--- config.mk ---
export PLATFORM = sky130hd
export DESIGN_NAME = audio_note_sequencer
export DESIGN_NICKNAME = d
export VERILOG_FILES = /design/src/rtl/audio_note_sequencer_pkg.sv /design/src/rtl/audio_note_sequencer_cmd_fifo.sv /design/src/rtl/audio_note_sequencer.sv
export SDC_FILE = /design/constraint.sdc
export NUM_CORES = 1
export LEC_CHECK = 0
export CAP_MARGIN = 10
export CORE_ASPECT_RATIO = 1.4
export CORE_MARGIN = 1.5
export CORE_UTILIZATION = 39
export CTS_CLUSTER_SIZE = 24
export DETAILED_ROUTE_END_ITERATION = 8
export PLACE_DENSITY = 0.68
export RECOVER_POWER = 25
export SYNTH_ARGS = -nofsm -noshare
export SYNTH_HDL_FRONTEND = slang
export SYNTH_SLANG_ARGS = --single-unit
export TNS_END_PERCENT = 20
--- constraint.sdc ---
create_clock -name HCLK -period 9.1 [get_ports HCLK]
set_input_delay 1.82 -clock HCLK [delete_from_list [all_inputs] [get_ports HCLK]]
set_output_delay 1.82 -clock HCLK [all_outputs]
set_load 0.005 [all_outputs]
--- src/rtl/audio_note_sequencer_pkg.sv ---
// Shared audio definitions: channel count, tone period width and the
// packed layout of a queued note command.
package audio_note_sequencer_pkg;

  localparam int PERWIDTH       = 12;
  localparam int NUM_AUD_CH     = 4;
  localparam int DEF_DUR_W      = 8;
  localparam int DEF_TICK_DIV   = 50000;
  localparam int DEF_FIFO_DEPTH = 8;

  // Command entry is packed as {chan[1:0], period, dur, preempt}.
  function automatic int cmd_entry_w(input int dur_w);
    return 2 + PERWIDTH + dur_w + 1;
  endfunction

endpackage

--- src/rtl/audio_note_sequencer_cmd_fifo.sv ---
// Single-clock command FIFO; the head entry is read straight out of storage
// so the sequencer can decide on an issue in the same cycle.
module audio_cmd_fifo #(
  parameter int DEPTH = 8,
  parameter int W     = 23
) (
  input  logic                   HCLK,
  input  logic                   resetn,
  input  logic                   push,
  input  logic                   pop,
  input  logic                   flush,
  input  logic [W-1:0]           din,
  output logic [W-1:0]           dout,
  output logic [$clog2(DEPTH):0] count,
  output logic                   full,
  output logic                   empty
);

  localparam int AW = $clog2(DEPTH);

  logic [W-1:0]  mem [DEPTH];
  logic [AW-1:0] wr_ptr_reg, rd_ptr_reg;
  logic [AW:0]   count_reg;
  logic          do_push, do_pop;

  assign full    = (count_reg == (AW+1)'(DEPTH));
  assign empty   = (count_reg == '0);
  assign do_push = push && !full && !flush;
  assign do_pop  = pop && !empty && !flush;
  assign dout    = mem[rd_ptr_reg];
  assign count   = count_reg;

  always_ff @(posedge HCLK) begin
    if (do_push) mem[wr_ptr_reg] <= din;
  end

  always_ff @(posedge HCLK or negedge resetn) begin
    if (!resetn) begin
      wr_ptr_reg <= '0;
      rd_ptr_reg <= '0;
      count_reg  <= '0;
    end else if (flush) begin
      wr_ptr_reg <= '0;
      rd_ptr_reg <= '0;
      count_reg  <= '0;
    end else begin
      if (do_push) wr_ptr_reg <= wr_ptr_reg + AW'(1);
      if (do_pop)  rd_ptr_reg <= rd_ptr_reg + AW'(1);
      count_reg <= count_reg + (AW+1)'(do_push) - (AW+1)'(do_pop);
    end
  end

endmodule

--- src/rtl/audio_note_sequencer.sv ---
// Note sequencer: queues note commands, issues them in order to the four
// synthesizer channels and mutes each channel when its duration runs out.
module audio_note_sequencer
  import audio_note_sequencer_pkg::*;
#(
  parameter int FIFO_DEPTH = DEF_FIFO_DEPTH,
  parameter int TICK_DIV   = DEF_TICK_DIV,
  parameter int DUR_W      = DEF_DUR_W
) (
  input  logic                        HCLK,
  input  logic                        resetn,
  input  logic                        cmd_valid,
  output logic                        cmd_ready,
  input  logic [1:0]                  cmd_chan,
  input  logic [PERWIDTH-1:0]         cmd_period,
  input  logic [DUR_W-1:0]            cmd_dur,
  input  logic                        cmd_preempt,
  input  logic                        stop_all,
  output logic [3:0]                  mute,
  output logic [PERWIDTH-1:0]         period0,
  output logic [PERWIDTH-1:0]         period1,
  output logic [PERWIDTH-1:0]         period2,
  output logic [PERWIDTH-1:0]         period3,
  output logic                        busy,
  output logic [$clog2(FIFO_DEPTH):0] fifo_count
);

  localparam int CMD_W = cmd_entry_w(DUR_W);
  localparam int CW    = $clog2(FIFO_DEPTH);
  localparam int TW    = $clog2(TICK_DIV);

  logic [CMD_W-1:0]      head;
  logic [1:0]            head_chan;
  logic [PERWIDTH-1:0]   head_period;
  logic [DUR_W-1:0]      head_dur;
  logic                  head_preempt;
  logic                  fifo_full, fifo_empty;
  logic                  push, issue, tick;
  logic [TW-1:0]         tick_cnt_reg;
  logic                  busy_reg;
  logic [CW:0]           count_next;
  logic [NUM_AUD_CH-1:0] mute_all_reg, mute_all_next;
  logic [PERWIDTH-1:0]   period_all [NUM_AUD_CH];

  assign head_chan    = head[CMD_W-1 -: 2];
  assign head_period  = head[DUR_W+1 +: PERWIDTH];
  assign head_dur     = head[1 +: DUR_W];
  assign head_preempt = head[0];

  assign cmd_ready = !stop_all && !fifo_full;
  assign push      = cmd_valid && cmd_ready;
  // Only the head may issue; a blocked head stalls everything behind it.
  assign issue     = !fifo_empty && !stop_all && (mute_all_reg[head_chan] || head_preempt);
  assign tick      = (tick_cnt_reg == TW'(TICK_DIV - 1));

  audio_cmd_fifo #(.DEPTH(FIFO_DEPTH), .W(CMD_W)) u_fifo (
    .HCLK   (HCLK),
    .resetn (resetn),
    .push   (push),
    .pop    (issue),
    .flush  (stop_all),
    .din    ({cmd_chan, cmd_period, cmd_dur, cmd_preempt}),
    .dout   (head),
    .count  (fifo_count),
    .full   (fifo_full),
    .empty  (fifo_empty)
  );

  always_ff @(posedge HCLK or negedge resetn) begin
    if (!resetn) tick_cnt_reg <= '0;
    else         tick_cnt_reg <= tick ? '0 : tick_cnt_reg + TW'(1);
  end

  genvar gi;
  generate
    for (gi = 0; gi < NUM_AUD_CH; gi++) begin : g_chan
      logic [PERWIDTH-1:0] period_reg, period_next;
      logic [DUR_W-1:0]    remaining_reg, remaining_next;
      logic                mute_reg, mute_next;

      // Issue wins over the tick for the same channel, so a reload never loses a tick.
      always_comb begin
        period_next    = period_reg;
        remaining_next = remaining_reg;
        mute_next      = mute_reg;
        if (stop_all) begin
          remaining_next = '0;
          mute_next      = 1'b1;
        end else if (issue && head_chan == 2'(gi)) begin
          period_next    = head_period;
          remaining_next = head_dur;
          mute_next      = (head_dur == '0);
        end else if (tick && !mute_reg && remaining_reg != '0) begin
          remaining_next = remaining_reg - DUR_W'(1);
          if (remaining_reg == DUR_W'(1)) mute_next = 1'b1;
        end
      end

      always_ff @(posedge HCLK or negedge resetn) begin
        if (!resetn) begin
          period_reg    <= '0;
          remaining_reg <= '0;
          mute_reg      <= 1'b1;
        end else begin
          period_reg    <= period_next;
          remaining_reg <= remaining_next;
          mute_reg      <= mute_next;
        end
      end

      assign mute_all_reg[gi]  = mute_reg;
      assign mute_all_next[gi] = mute_next;
      assign period_all[gi]    = period_reg;
    end
  endgenerate

  always_comb begin
    count_next = '0;
    if (!stop_all) count_next = fifo_count + (CW+1)'(push) - (CW+1)'(issue);
  end

  // busy is built from next-state values so it agrees with mute/fifo_count in the same cycle.
  always_ff @(posedge HCLK or negedge resetn) begin
    if (!resetn) busy_reg <= 1'b0;
    else         busy_reg <= (count_next != '0) || (mute_all_next != '1);
  end

  assign mute    = mute_all_reg;
  assign busy    = busy_reg;
  assign period0 = period_all[0];
  assign period1 = period_all[1];
  assign period2 = period_all[2];
  assign period3 = period_all[3];

endmodule

==> Word-level counts from Yosys, hierarchy flattened <==
Memories as Yosys holds them, arrays and structs flattened.
Cells that the tools add are included.
{ "totals": {"ff_bits": 111, "mem_bits_rw": 184, "n_memories": 1, "output_inout_bits": 58, "input_bits": 27} }
{ "memory_table": {"columns": ["name", "words", "width", "read_ports", "rd_clocked_by_memory_dff", "write_ports", "line", "rtl"], "rows": [
  ["u_fifo.mem", 8, 23, 1, 0, 1, "audio_note_sequencer_cmd_fifo.sv:21", "logic [W-1:0] mem [DEPTH];"]
]} }
{ "op_classes": {"add_sub_neg": 11, "n_lt_le_gt_ge": 1, "n_eq_ne": 10, "muxes": 39, "n_reduce_logical": 47, "bitwise_logic": 1} }
{ "ops": {"columns": ["cell", "count"], "rows": [
  ["two-way mux 8 bit", 12],
  ["equality test 8 x 1 -> 1 bit (second input constant)", 4],
  ["nonzero test 8 bit", 4],
  ["subtractor 8 x 1 -> 8 bit (second input constant)", 4],
  ["logical AND 1 bit", 20],
  ["two-way mux 1 bit", 19],
  ["adder 16 x 1 -> 16 bit (second input constant)", 1],
  ["equality test 16 bit (second input constant)", 1],
  ["two-way mux 16 bit", 1],
  ["two-way mux 3 bit", 4],
  ["nonzero test 3 bit", 4],
  ["adder 4 x 1 -> 4 bit", 2],
  ["logical NOT 8 bit", 1],
  ["two-way mux 4 bit", 2],
  ["AND reduction 2 bit", 4],
  ["subtractor 4 x 1 -> 4 bit", 2],
  ["logical NOT 1 bit", 7],
  ["adder 3 x 1 -> 3 bit (second input constant)", 2],
  ["equality test 2 bit (second input constant)", 2],
  ["equality test 4 bit (second input constant)", 1],
  ["logical NOT 4 bit", 1],
  ["inequality test 4 bit (second input constant)", 1],
  ["nonzero test 2 bit", 2],
  ["nonzero test 4 bit", 1],
  ["other kinds (6)", 7]
]} }

==> Depth between registers and ports, before layout <==
An unclocked memory read counts as a cell.
{ "depth": {"ltp_word": 10, "mapped_depth": 14, "depth_no_buf": 13} }

==> By module <==
A second synthesis with hierarchy kept.
{ "unflattened": {"cells_unflattened": 906, "hier_area_um2": 12837.3} }
{ "by_module_without_submodules": {"columns": ["mod", "seq_area_each_um2", "area_each_um2", "n_inst", "cells_each"], "rows": [
  ["audio_cmd_fifo", 5775.5, 7634.8, 1, 341],
  ["audio_note_sequencer", 2532.4, 5202.5, 1, 565]
]} }

==> Worst setup path after synthesis <==
Ideal clock, no wire load.
{ "synth_path": {"kind": "in2reg", "startpoint": "input port stop_all", "endpoint": "memory u_fifo.mem[0][0], enable pin", "stages": 5, "path_buffers": 1, "t_required_ns": 8.668, "setup_ns": 0.432, "arrival_ns": 4.097, "slack_ns": 4.571, "cell_sequence": "a21oi_1 > and2_1 > clkbuf_1 > nand2b_1 > nor3_1"} }
{ "synth_via": {"elab_chain_cells": 7} }
{ "synth_lines": {"columns": ["element", "line", "rtl"], "rows": [
  ["start: declaration", "audio_note_sequencer.sv:18", "input logic stop_all,"],
  ["logical NOT 1 bit (*)", "audio_note_sequencer_cmd_fifo.sv:28, audio_note_sequencer.sv:50", null],
  ["logical AND 1 bit", "audio_note_sequencer.sv:50", "assign cmd_ready = !stop_all && !fifo_full;"],
  ["logical AND 1 bit", "audio_note_sequencer.sv:51", "assign push = cmd_valid && cmd_ready;"],
  ["logical AND 1 bit", "audio_note_sequencer_cmd_fifo.sv:28", "assign do_push = push && !full && !flush;"],
  ["logical AND 1 bit (*)", "audio_note_sequencer_cmd_fifo.sv:28", null],
  ["two-way mux 1 bit (*)", "audio_note_sequencer_cmd_fifo.sv:34", "if (do_push) mem[wr_ptr_reg] <= din;"],
  ["two-way mux 1 bit (implied by the code) (*)", "audio_note_sequencer_cmd_fifo.sv:34", null],
  ["end: declaration", "audio_note_sequencer_cmd_fifo.sv:21", null]
]} }
Mark *: on every way between the ends. The rest lies on a longest branch, timed or not.

==> impl_summary.md <==
Outcome
The flow ran to the end, but the final reports show violations. The checks that failed: max-capacitance violations, max-slew violations.

Yosys
By area the synthesized netlist is led by edfxtp_1 44%, dfrtp_1 21%, mux4_2 7.8%. The multiplexer share of the synthesized area is 11.5%. In this run the mean area of a mapped cell was roughly 15 sq um. The fraction of registers with async set or reset after synthesis is 37.6%. The number of warnings reported in the yosys synthesis log is 0.

Among all flip-flop cells after synthesis, the most frequent one is edfxtp_1. Of all cell types, the one taking the most synthesized area is edfxtp_1. The complex-gate fraction of the synthesized area is about 5.5%. The netlist area before placement is 12,500 sq um. Sequential elements use 66.7% of the synthesized area.

After Yosys synthesis, XOR and XNOR cells account for 3.09% of the synthesized area. The post-synthesis register bit count is 295. The number of unique standard cell types used by synthesis is 59.

The synthesized netlist devotes 8.64% of its cell area to simple gates. The fraction of synthesized cell area taken by the top area cell type is between 40% and 50%. The largest family of logic cells by synthesized area is multiplexers.

In the post-synthesis netlist, the cell with the most instances is edfxtp_1. After technology mapping, the gate count stands at 826. The net count of the mapped netlist is 875.

Summing the areas of all fa, ha and maj instances in the mapped netlist gives 2.33% of the synthesized area. Counting instances in the post-synthesis netlist gives the leading cell types as 184 x edfxtp_1, 107 x dfrtp_1, 72 x nand2_1, 64 x nor2_1, 43 x mux4_2. Counting flops with a built-in enable in the synthesized netlist gives 184.

Power
In this run, the clock network consumes 27.6% of the power. IR analysis of the VDD net gives a maximum drop of 0.000155 V. The power density over cell area is about 280 nW/um^2. The internal power summed over all cells is 2.86 mW.

Summed over all cells, the static leakage comes to 5.30 nW. The share of total power dissipated in sequential elements is between 40 and 50%. Of the total power, combinational logic draws 29.2%.

Net switching is 30.6% of the power. The analysis attributes to net switching a power of 1.26 mW.

Detailed routing
The total DRC errors in the routed layout is 0. The remaining antenna violation count is 0. The iteration-0 DRC count of the detailed router is approximately 400. The via total after detailed routing is 6,986. In the final routed layout, each cell accounts on average for 19.0 um. The first-pass detailed-route iteration total is 4.

After detailed routing, the number of vias per cell comes to 5.25. For this block, the routed nets add up to 25.3 mm of wire.

Worst setup path
For the worst setup path, the data required time is 8.59 ns. The worst setup path is of the input pin to async pin kind. At the worst endpoint, the arrival time is 4.45 ns.

The endpoint type of the worst setup path is an async pin. The critical path goes through clkbuf_1. The critical-path maximum fanout is 68. The critical path startpoint category is an input pin. The slowest cell on the critical path is clkbuf_1.

The largest stage delay on the critical path is between 2 and 3 ns. Among cell families on the critical path, the largest total delay comes from buffers and inverters. Counting both buffers and inverters, the worst setup path holds a total of 1.

Timing
Setup violations remaining at the end of the flow were counted as 0. The worst relative slew slack is -153%. The final worst-path setup slack is approximately 4.1 ns. Setup repair after global routing left no endpoint under its margin. For the final routed database, the setup TNS stands at 0 ns.

The number of pins exceeding their max-slew limit in the final report came to 69. At the pin with the least slew margin, the transition time is 3.79 ns. The clock period could shrink to 4.96 ns. The clock arrives with 0.0120 ns of skew. Based on the critical path, the design can be clocked at up to 202 MHz.

The worst path uses 54.5% of the clock period. The number of hold-slack violations in the final timing report is 0.

Placed design
The post-placement setup slack is ~4.3 ns. At the end of routability-driven placement, the weighted congestion stood at 0.752. The HPWL after detailed placement is 16.2 mm.

The count of input and output buffers is 84. The total placed instance area is 13,700 sq um. The number of cells after detailed placement is 1,277.

Layout
The layout has 2,709 filler cells. The register with the most flip-flops in the layout has 184 of them. The final design utilization is between 40% and 50%. Summing all flip-flop and latch instances after layout gives 8310 sq um. The filler-free cell count of the finished design is 1,331. The post-layout instance area is 14,600 sq um. The fraction of layout instances using a drive strength above 1 is 15.0%. The multi-input combinational cell area is 3900 sq um. For this run, the post-layout net count is 962. From synthesis to final layout, the design area changed by 17.2%.

CTS
Clock tree synthesis inserted a total of 29 buffers. Counting along the longest clock path gives a buffer depth of 3. The later pin in the worst-skew pair is clocked with a latency of 0.55 ns. The count of hold buffers inserted by post-cts repair is 0. The deepest level of the CTS H-tree is 1. The number of sinks on the clock net is 295. The clock tree from TritonCTS is done. Clock-pin slew was measured on the worst setup and hold paths at 0.06 ns. The clock root buffer is clkbuf_16. The quantity of gates resized following cts is 0. The setup fix buffers added after clock tree synthesis is 0.

Floorplanning
The die covers 33,000 sq um. The number of primary I/O pins is 85. The area of the core is roughly 32,000 sq um. In this run the core area contains 77 standard-cell rows. The initial utilization of the core area, before any placement, comes to roughly two fifths. Measured along the y axis, the die boundary spans around 210 um.

The die is 154 um wide.

Worst hold path
The path type of the worst min-delay path is flop to flop.

GRT
The number of antenna violations at the first check in global routing is 3. Global routing used 15.6% of the available tracks. For this run the aggregate overflow at the end of global routing stands at 0. The maximum number of pins on one net before global-route repair is 69. The via count of the first global-routing pass came to 7,331. The global-route wire length before repair is 40.4 mm.

Job
The number of max-cap violations is 1.
worst paths after layout:
kind	start	to	slack (ns)	cells after the start
min reg2reg	tick_cnt_reg[0]$_DFF_PN0_	tick_cnt_reg[0]$_DFF_PN0_	0.45	1
max	resetn	u_fifo.rd_ptr_reg[1]$_DFFE_PN0P_	4.14	1
max in group HCLK	stop_all	cmd_ready	4.32	4
min	tick_cnt_reg[0]$_DFF_PN0_	tick_cnt_reg[0]$_DFF_PN0_	0.45	1
max reg2reg	u_fifo.rd_ptr_reg[0]$_DFFE_PN0P_	busy$_DFF_PN0_	4.87	13
min in group asynchronous	resetn	u_fifo.count[1]$_DFF_PN0_	2.57	1
metal layers:
layer | routed length, um | track usage [%] | vias up
met5 | 24 | 0 | -
met4 | 726 | 5.79 | 4
met3 | 840 | 2.22 | 48
met2 | 13700 | 29.4 | 113
met1 | 9960 | 17.9 | 3569
li1 | - | - | 3252
kinds of logic after synthesis:
family | count (synthesis)
AND/OR/NAND/NOR | 217
buffers and inverters | 60
AO/OA/AOI/OAI | 106
multiplexers | 82
XOR/XNOR | 44
adder cells (fa/ha/maj) | 22
flip-flops | 295
through the flow:
step,hold WS [ns],total power [mW]
finish,0.455,4.11
global route,0.502,4.34
CTS,0.459,4.17
detailed placement,0.450,3.03
global placement,0.441,3.00
floorplan,0.425,2.53
cell type report:
type,count,area share [%]
diodes,1,0.0171
multi-input cells,471,26.7
repair buffers,98,6.40
clock buffers,35,5.12
inverters,18,0.463
clock inverters,18,1.01
flip-flops and latches,295,56.9
well taps,395,3.38
power groups by stage:
stage / clock [mW] / combinational (mW) / sequential [mW]
finish: 1.13 / 1.20 / 1.78
global route: 1.21 / 1.32 / 1.80
CTS: 1.17 / 1.23 / 1.78
detailed placement: 0 / 1.22 / 1.81
global placement: 0 / 1.20 / 1.80
floorplan: 0 / 0.775 / 1.76
cell usage in the layout (no fill, tap or decap), types with 11 or more instances in the layout:
master / synthesis / final
a21oi_1: 11 / 11
nor2_1: 64 / 58
inv_1: 18 / 18
mux2_2: 11 / 11
xor2_1: 31 / 31
edfxtp_1: 184 / 184
ha_1: 20 / 20
mux4_2: 43 / 43
o21ai_0: 37 / 37
buf_4: 4 / 14
nor3_1: 18 / 16
clkbuf_16: 0 / 29
o21ai_1: 17 / 17
xnor2_1: 13 / 13
dlygate4sd3_1: 0 / 15
clkdlybuf4s50_1: 0 / 67
a211oi_1: 26 / 26
mux2i_1: 21 / 21
dfrtp_1: 107 / 105
nand2_1: 72 / 72
nand3_1: 12 / 12
Note: power is estimated with default switching activity, not from simulation.
